$ cat src/rtl/stg_ma.sv
// ============================================================================
//  Module   : stg_ma
//  Purpose  : Memory-access pipeline stage. Non-memory ops pass through in one
//             cycle. Loads and stores use a valid/ready data-memory port and
//             stall upstream until they complete. Handles flush in every state.
//  Option   : AMBER_MA_TIMEOUT_EN adds a MAX_WAIT response timeout and ow_fault.
//  Revision : 1.0  initial release
// ============================================================================
`default_nettype none

`ifndef HBIT_OPC
`define HBIT_OPC 7
`endif
`ifndef HBIT_TGT_GP
`define HBIT_TGT_GP 3
`endif
`ifndef OPC_NOP
`define OPC_NOP 8'h00
`define OPC_ADD 8'h01
`define OPC_LDW 8'h10
`define OPC_LDB 8'h11
`define OPC_STW 8'h18
`define OPC_STB 8'h19
`endif

module stg_ma #(
    parameter int MAX_WAIT = 64
) (
    input  logic                    iw_clk,
    input  logic                    iw_rst,
    input  logic [47:0]             iw_pc,
    input  logic [`HBIT_OPC:0]      iw_opc,
    input  logic [47:0]             iw_addr,
    input  logic [23:0]             iw_result,
    input  logic [`HBIT_TGT_GP:0]   iw_tgt_gp,
    input  logic                    iw_tgt_gp_we,
    input  logic                    iw_flush,
    output logic                    ow_stall,
    output logic                    ow_dm_valid,
    input  logic                    iw_dm_ready,
    output logic                    ow_dm_we,
    output logic [47:0]             ow_dm_addr,
    output logic [23:0]             ow_dm_wdata,
    input  logic                    iw_dm_rvalid,
    input  logic [23:0]             iw_dm_rdata,
`ifdef AMBER_MA_TIMEOUT_EN
    output logic                    ow_fault,
`endif
    output logic [47:0]             ow_pc,
    output logic [`HBIT_OPC:0]      ow_opc,
    output logic [23:0]             ow_result,
    output logic [`HBIT_TGT_GP:0]   ow_tgt_gp,
    output logic                    ow_tgt_gp_we
);

    localparam logic [1:0] c_S_IDLE  = 2'd0;
    localparam logic [1:0] c_S_REQ   = 2'd1;
    localparam logic [1:0] c_S_WAIT  = 2'd2;
    localparam logic [1:0] c_S_DRAIN = 2'd3;

    // The wait counter is 7 bits wide, so the limit must fit in it.
    if (MAX_WAIT < 2 || MAX_WAIT > 127) begin : g_max_wait_chk
        $error("stg_ma: MAX_WAIT must be in 2..127");
    end

    logic [1:0]              r_state;
    logic [1:0]              w_state_nx;
    logic [47:0]             r_pc_l;
    logic [`HBIT_OPC:0]      r_opc_l;
    logic [47:0]             r_addr_l;
    logic [23:0]             r_data_l;
    logic [`HBIT_TGT_GP:0]   r_tgt_l;
    logic                    r_we_l;
    logic                    r_is_st;

    logic [47:0]             r_out_pc,     w_pc_nx;
    logic [`HBIT_OPC:0]      r_out_opc,    w_opc_nx;
    logic [23:0]             r_out_result, w_res_nx;
    logic [`HBIT_TGT_GP:0]   r_out_tgt,    w_tgt_nx;
    logic                    r_out_we,     w_we_nx;
    logic                    w_in_ld, w_in_st, w_accept;

    assign w_in_ld = (iw_opc == `OPC_LDW) || (iw_opc == `OPC_LDB);
    assign w_in_st = (iw_opc == `OPC_STW) || (iw_opc == `OPC_STB);

`ifdef AMBER_MA_TIMEOUT_EN
    localparam logic [6:0] c_WAIT_LAST = 7'(MAX_WAIT - 1);
    logic [6:0] r_wait_cnt;
    logic       r_fault;
    logic       w_fault_nx;
`endif

    // Every cycle emits either a retirement or a bubble toward writeback.
    always_comb begin
        w_state_nx = r_state;
        w_accept   = 1'b0;
        w_pc_nx    = '0;
        w_opc_nx   = `OPC_NOP;
        w_res_nx   = '0;
        w_tgt_nx   = '0;
        w_we_nx    = 1'b0;
        case (r_state)
            c_S_IDLE: begin
                if (!iw_flush) begin
                    if (w_in_ld || w_in_st) begin
                        w_accept   = 1'b1;
                        w_state_nx = c_S_REQ;
                    end else begin
                        w_pc_nx  = iw_pc;
                        w_opc_nx = iw_opc;
                        w_res_nx = iw_result;
                        w_tgt_nx = iw_tgt_gp;
                        w_we_nx  = iw_tgt_gp_we;
                    end
                end
            end
            c_S_REQ: begin
                if (iw_dm_ready) begin
                    if (r_is_st) begin
                        w_state_nx = c_S_IDLE;
                        if (!iw_flush) begin
                            // Stores retire with the store data as result, no GP write.
                            w_pc_nx  = r_pc_l;
                            w_opc_nx = r_opc_l;
                            w_res_nx = r_data_l;
                            w_tgt_nx = r_tgt_l;
                        end
                    end else if (iw_dm_rvalid) begin
                        w_state_nx = c_S_IDLE;
                        if (!iw_flush) begin
                            w_pc_nx  = r_pc_l;
                            w_opc_nx = r_opc_l;
                            w_res_nx = iw_dm_rdata;
                            w_tgt_nx = r_tgt_l;
                            w_we_nx  = r_we_l;
                        end
                    end else begin
                        w_state_nx = iw_flush ? c_S_DRAIN : c_S_WAIT;
                    end
                end else if (iw_flush) begin
                    w_state_nx = c_S_IDLE;
                end
            end
            c_S_WAIT: begin
                if (iw_dm_rvalid) begin
                    w_state_nx = c_S_IDLE;
                    if (!iw_flush) begin
                        w_pc_nx  = r_pc_l;
                        w_opc_nx = r_opc_l;
                        w_res_nx = iw_dm_rdata;
                        w_tgt_nx = r_tgt_l;
                        w_we_nx  = r_we_l;
                    end
                end else if (iw_flush) begin
                    w_state_nx = c_S_DRAIN;
                end
            end
            c_S_DRAIN: begin
                if (iw_dm_rvalid) w_state_nx = c_S_IDLE;
            end
            default: w_state_nx = c_S_IDLE;
        endcase
`ifdef AMBER_MA_TIMEOUT_EN
        // Staying put in a busy state means the awaited event has not come.
        w_fault_nx = 1'b0;
        if (r_state != c_S_IDLE && w_state_nx == r_state && r_wait_cnt == c_WAIT_LAST) begin
            w_state_nx = c_S_IDLE;
            w_fault_nx = 1'b1;
        end
`endif
    end

    always_ff @(posedge iw_clk) begin
        if (iw_rst) begin
            r_state      <= c_S_IDLE;
            r_pc_l       <= '0;
            r_opc_l      <= `OPC_NOP;
            r_addr_l     <= '0;
            r_data_l     <= '0;
            r_tgt_l      <= '0;
            r_we_l       <= 1'b0;
            r_is_st      <= 1'b0;
            r_out_pc     <= '0;
            r_out_opc    <= `OPC_NOP;
            r_out_result <= '0;
            r_out_tgt    <= '0;
            r_out_we     <= 1'b0;
        end else begin
            r_state      <= w_state_nx;
            r_out_pc     <= w_pc_nx;
            r_out_opc    <= w_opc_nx;
            r_out_result <= w_res_nx;
            r_out_tgt    <= w_tgt_nx;
            r_out_we     <= w_we_nx;
            if (w_accept) begin
                r_pc_l   <= iw_pc;
                r_opc_l  <= iw_opc;
                r_addr_l <= iw_addr;
                r_data_l <= iw_result;
                r_tgt_l  <= iw_tgt_gp;
                r_we_l   <= iw_tgt_gp_we;
                r_is_st  <= w_in_st;
            end
        end
    end

`ifdef AMBER_MA_TIMEOUT_EN
    always_ff @(posedge iw_clk) begin
        if (iw_rst) begin
            r_wait_cnt <= '0;
            r_fault    <= 1'b0;
        end else begin
            r_fault <= w_fault_nx;
            if (w_state_nx != r_state)
                r_wait_cnt <= '0;
            else if (r_state != c_S_IDLE)
                r_wait_cnt <= r_wait_cnt + 7'd1;
        end
    end
    assign ow_fault = r_fault;
`endif

    assign ow_stall     = (r_state != c_S_IDLE) || w_accept;
    assign ow_dm_valid  = (r_state == c_S_REQ);
    assign ow_dm_we     = r_is_st;
    assign ow_dm_addr   = r_addr_l;
    assign ow_dm_wdata  = r_data_l;
    assign ow_pc        = r_out_pc;
    assign ow_opc       = r_out_opc;
    assign ow_result    = r_out_result;
    assign ow_tgt_gp    = r_out_tgt;
    assign ow_tgt_gp_we = r_out_we;

endmodule

`default_nettype wire

$ cat config.mk
export PLATFORM = sky130hd
export DESIGN_NAME = stg_ma
export DESIGN_NICKNAME = d
export VERILOG_FILES = /design/src/rtl/stg_ma.sv
export SDC_FILE = /design/constraint.sdc
export NUM_CORES = 1
export LEC_CHECK = 0
export CORE_ASPECT_RATIO = 0.7
export CORE_UTILIZATION = 45
export DETAILED_ROUTE_END_ITERATION = 6
export HOLD_SLACK_MARGIN = 0.03
export PLACE_DENSITY = 0.81
export SKIP_CTS_REPAIR_TIMING = 1
export SLEW_MARGIN = 20
export SYNTH_ARGS = -nofsm -noshare
export SYNTH_HDL_FRONTEND = slang
export SYNTH_SLANG_ARGS = --single-unit
$ cat constraint.sdc
create_clock -name iw_clk -period 2.37 [get_ports iw_clk]
set_input_delay 0.237 -clock iw_clk [delete_from_list [all_inputs] [get_ports iw_clk]]
set_output_delay 0.237 -clock iw_clk [all_outputs]
set_load 0.01 [all_outputs]
# Yosys cells after proc, flatten, opt, wreduce, memory -nomap -nowiden
# Index checks and enable logic that the tools add are counted.
dict set report classes {
  n_eq_ne 12
  n_mux 50
  reduce_logical 7
}
# cell n
set op_table {}
lappend op_table {{48-bit 2-to-1 mux} 6}
lappend op_table {{24-bit 2-to-1 mux} 7}
lappend op_table {{48-bit one-hot mux with 3 select lines} 1}
lappend op_table {{24-bit one-hot mux with 3 select lines} 1}
lappend op_table {{8-bit 2-to-1 mux} 6}
lappend op_table {{8-bit by 5-bit equality test with 1-bit output (second input constant)} 4}
lappend op_table {{4-bit 2-to-1 mux} 6}
lappend op_table {{8-bit one-hot mux with 3 select lines} 1}
lappend op_table {{2-bit 2-to-1 mux} 9}
lappend op_table {{4-bit one-hot mux with 3 select lines} 1}
lappend op_table {{1-bit 2-to-1 mux} 10}
lappend op_table {{2-bit one-hot mux with 4 select lines} 1}
lappend op_table {{2-bit != test (second input constant)} 3}
lappend op_table {{5-bit AND reduction} 1}
lappend op_table {{2-bit equality test (second input constant)} 2}
lappend op_table {{1-bit logical OR} 4}
lappend op_table {{3-bit by 2-bit != test with 1-bit output (second input constant)} 1}
lappend op_table {{3-bit != test (second input constant)} 1}
lappend op_table {{1-bit one-hot mux with 3 select lines} 1}
lappend op_table {{2-bit by 1-bit equality test with 1-bit output (second input constant)} 1}
lappend op_table {{2-bit logical NOT} 1}
lappend op_table {{2-bit nonzero test} 1}
dict set report word_totals {
  regBits 221
  inputBits 162
  output_inout_bits 160
  wordCells 82
}

# Depth between registers and ports, before layout
# Gate-level depths: netlist (run 1).
dict set report logic_depth {
  ltp_word 7
  mapped_depth 7
  ltp_nobuf 3
}

# Worst setup path before layout (run 1)
# No wires, ideal clock.
dict set report synth_path {
  path_type {input -> output}
  startpoint {in iw_opc[1]}
  endpoint {out ow_stall}
  arrival_time_ps 1590
  required_time_ps 2133
  path_slack_ps 543
  cell_stages 5
  n_path_buf 3
  cell_sequence {or4b_1 clkbuf_1 clkbuf_1 clkbuf_1 o21ai_0}
}
dict set report synth_between {
  elab_chain_len 7
  word_cells_on_any_way 11
  cone_classes {4 x eq/ne; 3 x mux; 4 x reduce/logical}
}
# element line_no
set synth_lines {}
lappend synth_lines {{start: declaration} 32} ;# input logic [`HBIT_OPC:0] iw_opc,
lappend synth_lines {{8-bit by 5-bit equality test with 1-bit output (no source line)} n/a}
lappend synth_lines {{1-bit logical OR, on equally long branches} {83, 84}}
lappend synth_lines {{1-bit logical OR (*)} 105} ;# if (w_in_ld || w_in_st) begin
lappend synth_lines {{1-bit 2-to-1 mux (*)} 105}
lappend synth_lines {{1-bit 2-to-1 mux (*)} 104} ;# if (!iw_flush) begin
lappend synth_lines {{1-bit 2-to-1 mux (*)} 102} ;# case (r_state)
lappend synth_lines {{1-bit logical OR (*)} 223} ;# assign ow_stall = (r_state != c_S_IDLE) || w_accept;
lappend synth_lines {{end: declaration} 38} ;# output logic ow_stall,
# Mark *: on every way between the ends. The rest lies on a longest branch, timed or not.

# Final worst setup path (run 1)
dict set report layout_path {
  startpoint {reg r_state[1]}
  endpoint {out ow_dm_valid}
}
dict set report layout_between {
  elab_chain_len 1
}
# element line_no
set layout_lines {}
lappend layout_lines {{start: declaration} 66} ;# logic [1:0] r_state;
lappend layout_lines {{start signal: assignment} 175} ;# r_state <= c_S_IDLE;
lappend layout_lines {{start signal: assignment} 189} ;# r_state <= w_state_nx;
lappend layout_lines {{2-bit by 1-bit equality test with 1-bit output} 224} ;# assign ow_dm_valid = (r_state == c_S_REQ);
lappend layout_lines {{end: declaration} 39} ;# output logic ow_dm_valid,
# No other way between the ends.

==> flow_summary.ini, run 1 <==
[grt]
grt_pass1_wl_um = 48310
grt_pass1_vias = 8519
grt_busiest_layer = met2
met1_usage_pct = 40.78
grt_max_degree = 120
antenna_found_initial = 3
track_usage_pct = 30.01
met2_usage_pct = 46.95
grt_overflow = 0
grt_util_met3_pct = 6.832

[detailed_routing]
vias = 9166
routed_via_density = 6.317
dr.pass1.iters = 5
drc_errors = 0
drt-total-wl_um = 31560
drtAntennaViolNets = 0
drtIter0Drc = 1023
drt-wirelength-per-cell_um = 21.75

[layout]
design_area_sq_mm = 0.01295
final_common_cell = clkdlybuf4s50_1
drive_above_1_share_pct = 6.745
fin_util_pct = 68.24
syn2layout_area_growth_pct = 47.94
fin_cells = 1451
n_fill_cell = 1455
mostFrequentLayoutCells = clkdlybuf4s50_1, dfxtp_1, a21oi_1, nand4_1, o31ai_1
fin_nets = 1335

[critical_path]
reg2reg_to = ow_pc[6]
path_cells = nor2b_1 > clkdlybuf4s50_1
max_stage_delay_ps = 790
cp.arrival_ps = 2050
critPathKind = flop to primary output
critPathLaunchType = flop
reg2reg_from = r_state[1]
worst-r2r-setup-slack_ps = 370
critPathMaxFanout = 17
required_ps = 2130
worst_path_max_delay_cell = dfxtp_1
r2r_cells = 4
worstSetupEndpointType = primary output

[synthesis]
syn_inst = 921
syn_area_sq_mm = 0.008751
async_flop_share_pct = 0
ys_types = 36
synthFlopType = dfxtp_1
synth_nets = 1083
syn_area_per_cell_sq_um = 9.502
ys_seq_area_share_pct = 50.56
synth.ff_latch_count = 221
synth.yosys.warnings = 0
synth_edf_count = 0

[place]
dpl_cell_area_sq_mm = 0.01229
gp_congestion = 0.8228
port_buffers = 321
dp.cells = 1414
hpwlAfterDp_um = 19170

[timing]
final.setup_skew_ps = 7.941
maxSlewViolCount = 0
hold_viol = 0
whs_ps = 132.3
setup_viol = 0
fin_crit_sh_pct = 96.43
worst-slew-pin-transition_ps = 799.8
fmax_mhz = 437.6
period_minus_slack_ps = 2285
rsz0062_at_grt = false
relSlewSlack_pct = 46.68

[hold_path]
worstHoldPathType = input port to flop
min_to = r_pc_l[2]
holdPathStages = 2
hold_path.startpoint = iw_rst

[die]
fp.dieW_um = 168.7
io_pins = 322
core_sq_mm = 0.01897
die_h_um = 118.7
design.die.area_sq_mm = 0.02002
num_rows = 42
start_util_pct = 46.13

[clock_network]
clkLatencyLatePin_ps = 490
cts_root_buf = clkbuf_16
numClockSinks = 221
clk_path_buf_depth = 3
numCtsBuffers = 21
htree_levels = 1
clk_pin_slew_worst_paths_ps = 60
cts_tree = built

[power]
p_per_area_mw_per_mm2 = 608.6
p_leak_nw = 4.137
ir_drop_mv = 0.3967

[flow_run]
max_cap_violations = 0

[outcome]
outcome = finished, final reports clean
==> critical path, delay by kind of cell (launching register included) <==
| family | cells | cell delay [ps] |
|---|---|---|
| flops | 1 | 790 |
| simple gates | 1 | 140 |
| buf+inv | 1 | 620 |
==> layout make-up <==
class	count	area (sq um)	share of cell area [%]
Antenna cell	1	2.502	0.01933
Clock buffer	31	593.1	4.581
Clock inverter	5	52.55	0.4059
Inverter	28	105.1	0.8118
Multi-Input combinational cell	542	3764	29.07
Sequential cell	221	4425	34.18
Tap cell	264	330.3	2.551
Timing Repair Buffer	359	3674	28.38
==> worst max path at each step <==
stage	startpoint	cells past startpoint	end	slack (ps)
2_1_floorplan	iw_opc[1]	5	ow_stall	540
3_3_place_gp	iw_opc[1]	4	ow_stall	-30
3_5_place_dp	iw_opc[1]	5	ow_pc[17]	-10
4_1_cts	iw_opc[1]	4	ow_stall	-30
5_1_grt	r_state[1]	2	ow_dm_valid	30
6_report	r_state[1]	2	ow_dm_valid	80
==> cells by family after synthesis <==
| group | synth area share, % |
|---|---|
| buf+inv | 7.306 |
| flops | 50.56 |
| compound gates | 29.30 |
| simple gates | 12.84 |
==> synth_stat cells (2+ instances only) <==
library cell / count / area share [%]
a21oi_1: 134 / 7.7
a221o_1: 24 / 2.7
a32o_1: 55 / 6.3
a32oi_1: 5 / 0.50
buf_1: 16 / 0.69
buf_2: 10 / 0.57
buf_6: 4 / 0.51
clkbuf_1: 99 / 4.2
dfxtp_1: 221 / 51
inv_1: 28 / 1.2
nand2b_1: 3 / 0.21
nand3_1: 6 / 0.34
nand4_1: 127 / 9.1
nor2_1: 2 / 0.086
nor2b_1: 3 / 0.21
nor3_1: 29 / 1.7
nor3b_1: 5 / 0.43
o211a_1: 3 / 0.34
o21ai_0: 3 / 0.17
o31ai_1: 127 / 11
or2_2: 2 / 0.14
==> per-layer routing <==
| layer | up-vias | routed length, um |
|---|---|---|
| li1 | 4143 | - |
| met1 | 4445 | 12980 |
| met2 | 500 | 14770 |
| met3 | 74 | 2918 |
| met4 | 4 | 869 |
| met5 | - | 27 |
==> per-stage QoR <==
step	setup WS, ps	power [mW]	setup TNS (ps)
after detailed placement	-13.57	4.691	-101.5
after global routing	34.31	8.115	0
after CTS	-32.52	7.917	-32.52
after floorplan	542.9	4.149	0
final	84.67	7.879	0
after global placement	-28.59	4.689	-28.59
==> state kept, by name (all words and copies together), names as in the netlist <==
| register | cells |
|---|---|
| ow_dm_addr | 48 |
| ow_dm_wdata | 24 |
| ow_dm_we | 1 |
| ow_opc | 8 |
| ow_pc | 48 |
| ow_result | 24 |
| ow_tgt_gp | 4 |
| ow_tgt_gp_we | 1 |
| r_opc_l | 8 |
| r_pc_l | 48 |
| r_state | 2 |
| r_tgt_l | 4 |
| r_we_l | 1 |
==> power breakdown <==
group / total [mW] / internal, mW / switching (mW) / leakage, nW
Clock: 3.26 / 1.84 / 1.42 / 0.315
Combinational: 0.814 / 0.438 / 0.375 / 2.03
Sequential: 3.81 / 3.78 / 0.0262 / 1.79
Total: 7.88 / 6.06 / 1.82 / 4.14
(Power assumes the default switching activity.)
==> inputs of run 2 (changes only) <==
Settings changed: HOLD_SLACK_MARGIN 0.03 to not set.
==> results of run 2 <==
Same layout as run 1: the final DEF is identical, and so are final timing and power.
==> inputs of run 3 (changes only) <==
Settings changed: PLACE_DENSITY 0.81 to 0.77.
Clock period 2.37 ns to 2.4 ns, I/O delays scaled along.
==> flow_summary.ini, run 3 (synthesis gave the netlist of run 1 again) <==
[detailed_routing]
dr.pass1.iters = 5
vias = 9055
drt-total-wl_um = 31170
routed_via_density = 6.245
drtIter0Drc = 1161
drtAntennaViolNets = 0
drt-wirelength-per-cell_um = 21.50
drc_errors = 0

[die]
io_pins = 322
design.die.area_sq_mm = 0.02002
die_h_um = 118.7
num_rows = 42
fp.dieW_um = 168.7
core_sq_mm = 0.01897
start_util_pct = 46.13

[critical_path]
worstSetupEndpointType = primary output
cp.arrival_ps = 2070
critPathKind = flop to primary output
critPathMaxFanout = 17
critPathLaunchType = flop
worst-r2r-setup-slack_ps = 370
required_ps = 2160

[layout]
drive_above_1_share_pct = 6.830
final_common_cell = clkdlybuf4s50_1
mostFrequentLayoutCells = clkdlybuf4s50_1, dfxtp_1, a21oi_1, nand4_1, o31ai_1
fin_nets = 1334
n_antenna_cell = 0
design_area_sq_mm = 0.01295
syn2layout_area_growth_pct = 48.01
fin_util_pct = 68.28

[grt]
track_usage_pct = 29.77
grt_overflow = 0
antenna_found_initial = 0
grt_max_degree = 128
grt_pass1_wl_um = 48210
grt_pass1_vias = 8452

[timing]
worst-slew-pin-transition_ps = 1092
fin_crit_sh_pct = 96.45
relSlewSlack_pct = 27.22
final.setup_skew_ps = 13.17
setup_viol = 0
whs_ps = 305.1
maxSlewViolCount = 0
hold_viol = 0
timing.setup.tns_ps = 0
rsz0062_at_grt = false
fmax_mhz = 432.0
period_minus_slack_ps = 2315

[power]
p_leak_nw = 4.132
p_per_area_mw_per_mm2 = 607.2
ir_drop_mv = 0.4187
power_mw = 7.865
seqPwrFrac_pct = 47.8
p_int_mw = 6.047
p_sw_share_pct = 23.11
clkPwrFrac_pct = 42.1
power_switching_mw = 1.818
combPwrFrac_pct = 10.1

[place]
port_buffers = 321
hpwlAfterDp_um = 18800
dpl_cell_area_sq_mm = 0.01227
gp_congestion = 0.8212

[clock_network]
cts_root_buf = clkbuf_16
numClockSinks = 221
htree_levels = 1
clk_pin_slew_worst_paths_ps = 70
clk_path_buf_depth = 3
clkLatencyLatePin_ps = 500
cts_tree = built
numCtsBuffers = 22

[hold_path]
worstHoldPathType = input port to flop

[outcome]
outcome = finished, final reports clean

[flow_run]
max_cap_violations = 0
run 3: power groups by stage:
| stage | registers (mW) | clock network (mW) | logic, mW |
|---|---|---|---|
| finish | 3.76 | 3.31 | 0.795 |
| global route | 3.76 | 3.50 | 0.832 |
| CTS | 3.76 | 3.36 | 0.791 |
| detailed placement | 3.84 | 0 | 0.784 |
| global placement | 3.84 | 0 | 0.783 |
| floorplan | 3.87 | 0 | 0.229 |
run 3: layout make-up:
cell class,instances,area [sq um]
clock buffers,33,653.1
clock inverters,5,31.28
fillers,1560,6018
inverters,28,105.1
multi-input cells,542,3764
flip-flops and latches,221,4425
well taps,264,330.3
repair buffers,357,3643
run 3: worst paths after layout:
| kind | cells after the start | from | end |
|---|---|---|---|
| max | 3 | r_state[1] | ow_stall |
| min | 3 | iw_addr[3] | ow_dm_addr[3] |
| max reg2reg | 4 | r_state[1] | ow_pc[6] |
| min reg2reg | 2 | ow_dm_addr[1] | ow_dm_addr[1] |
run 3: routing by layer:
layer | vias to the layer above | share of wire (%) | GRT usage [%]
li1 | 4125 | - | -
met1 | 4388 | 43 | 42.62
met2 | 482 | 46 | 45.64
met3 | 60 | 8.6 | 5.760
met4 | 0 | 2.4 | 7.727
met5 | - | 0 | 0
run 3: worst max-delay path: stages, from the launching register on:
cell	delay, ps
dfxtp_1	740
nor2_4	130
o21ai_1	140
clkdlybuf4s50_1	560
run 3: through the flow:
step	cells	worst slack, ps
6_report	1450	85.13
5_1_grt	1450	9.268
4_1_cts	1450	19.24
3_5_place_dp	1412	84.17
3_3_place_gp	1412	97.73
2_1_floorplan	921	566.9
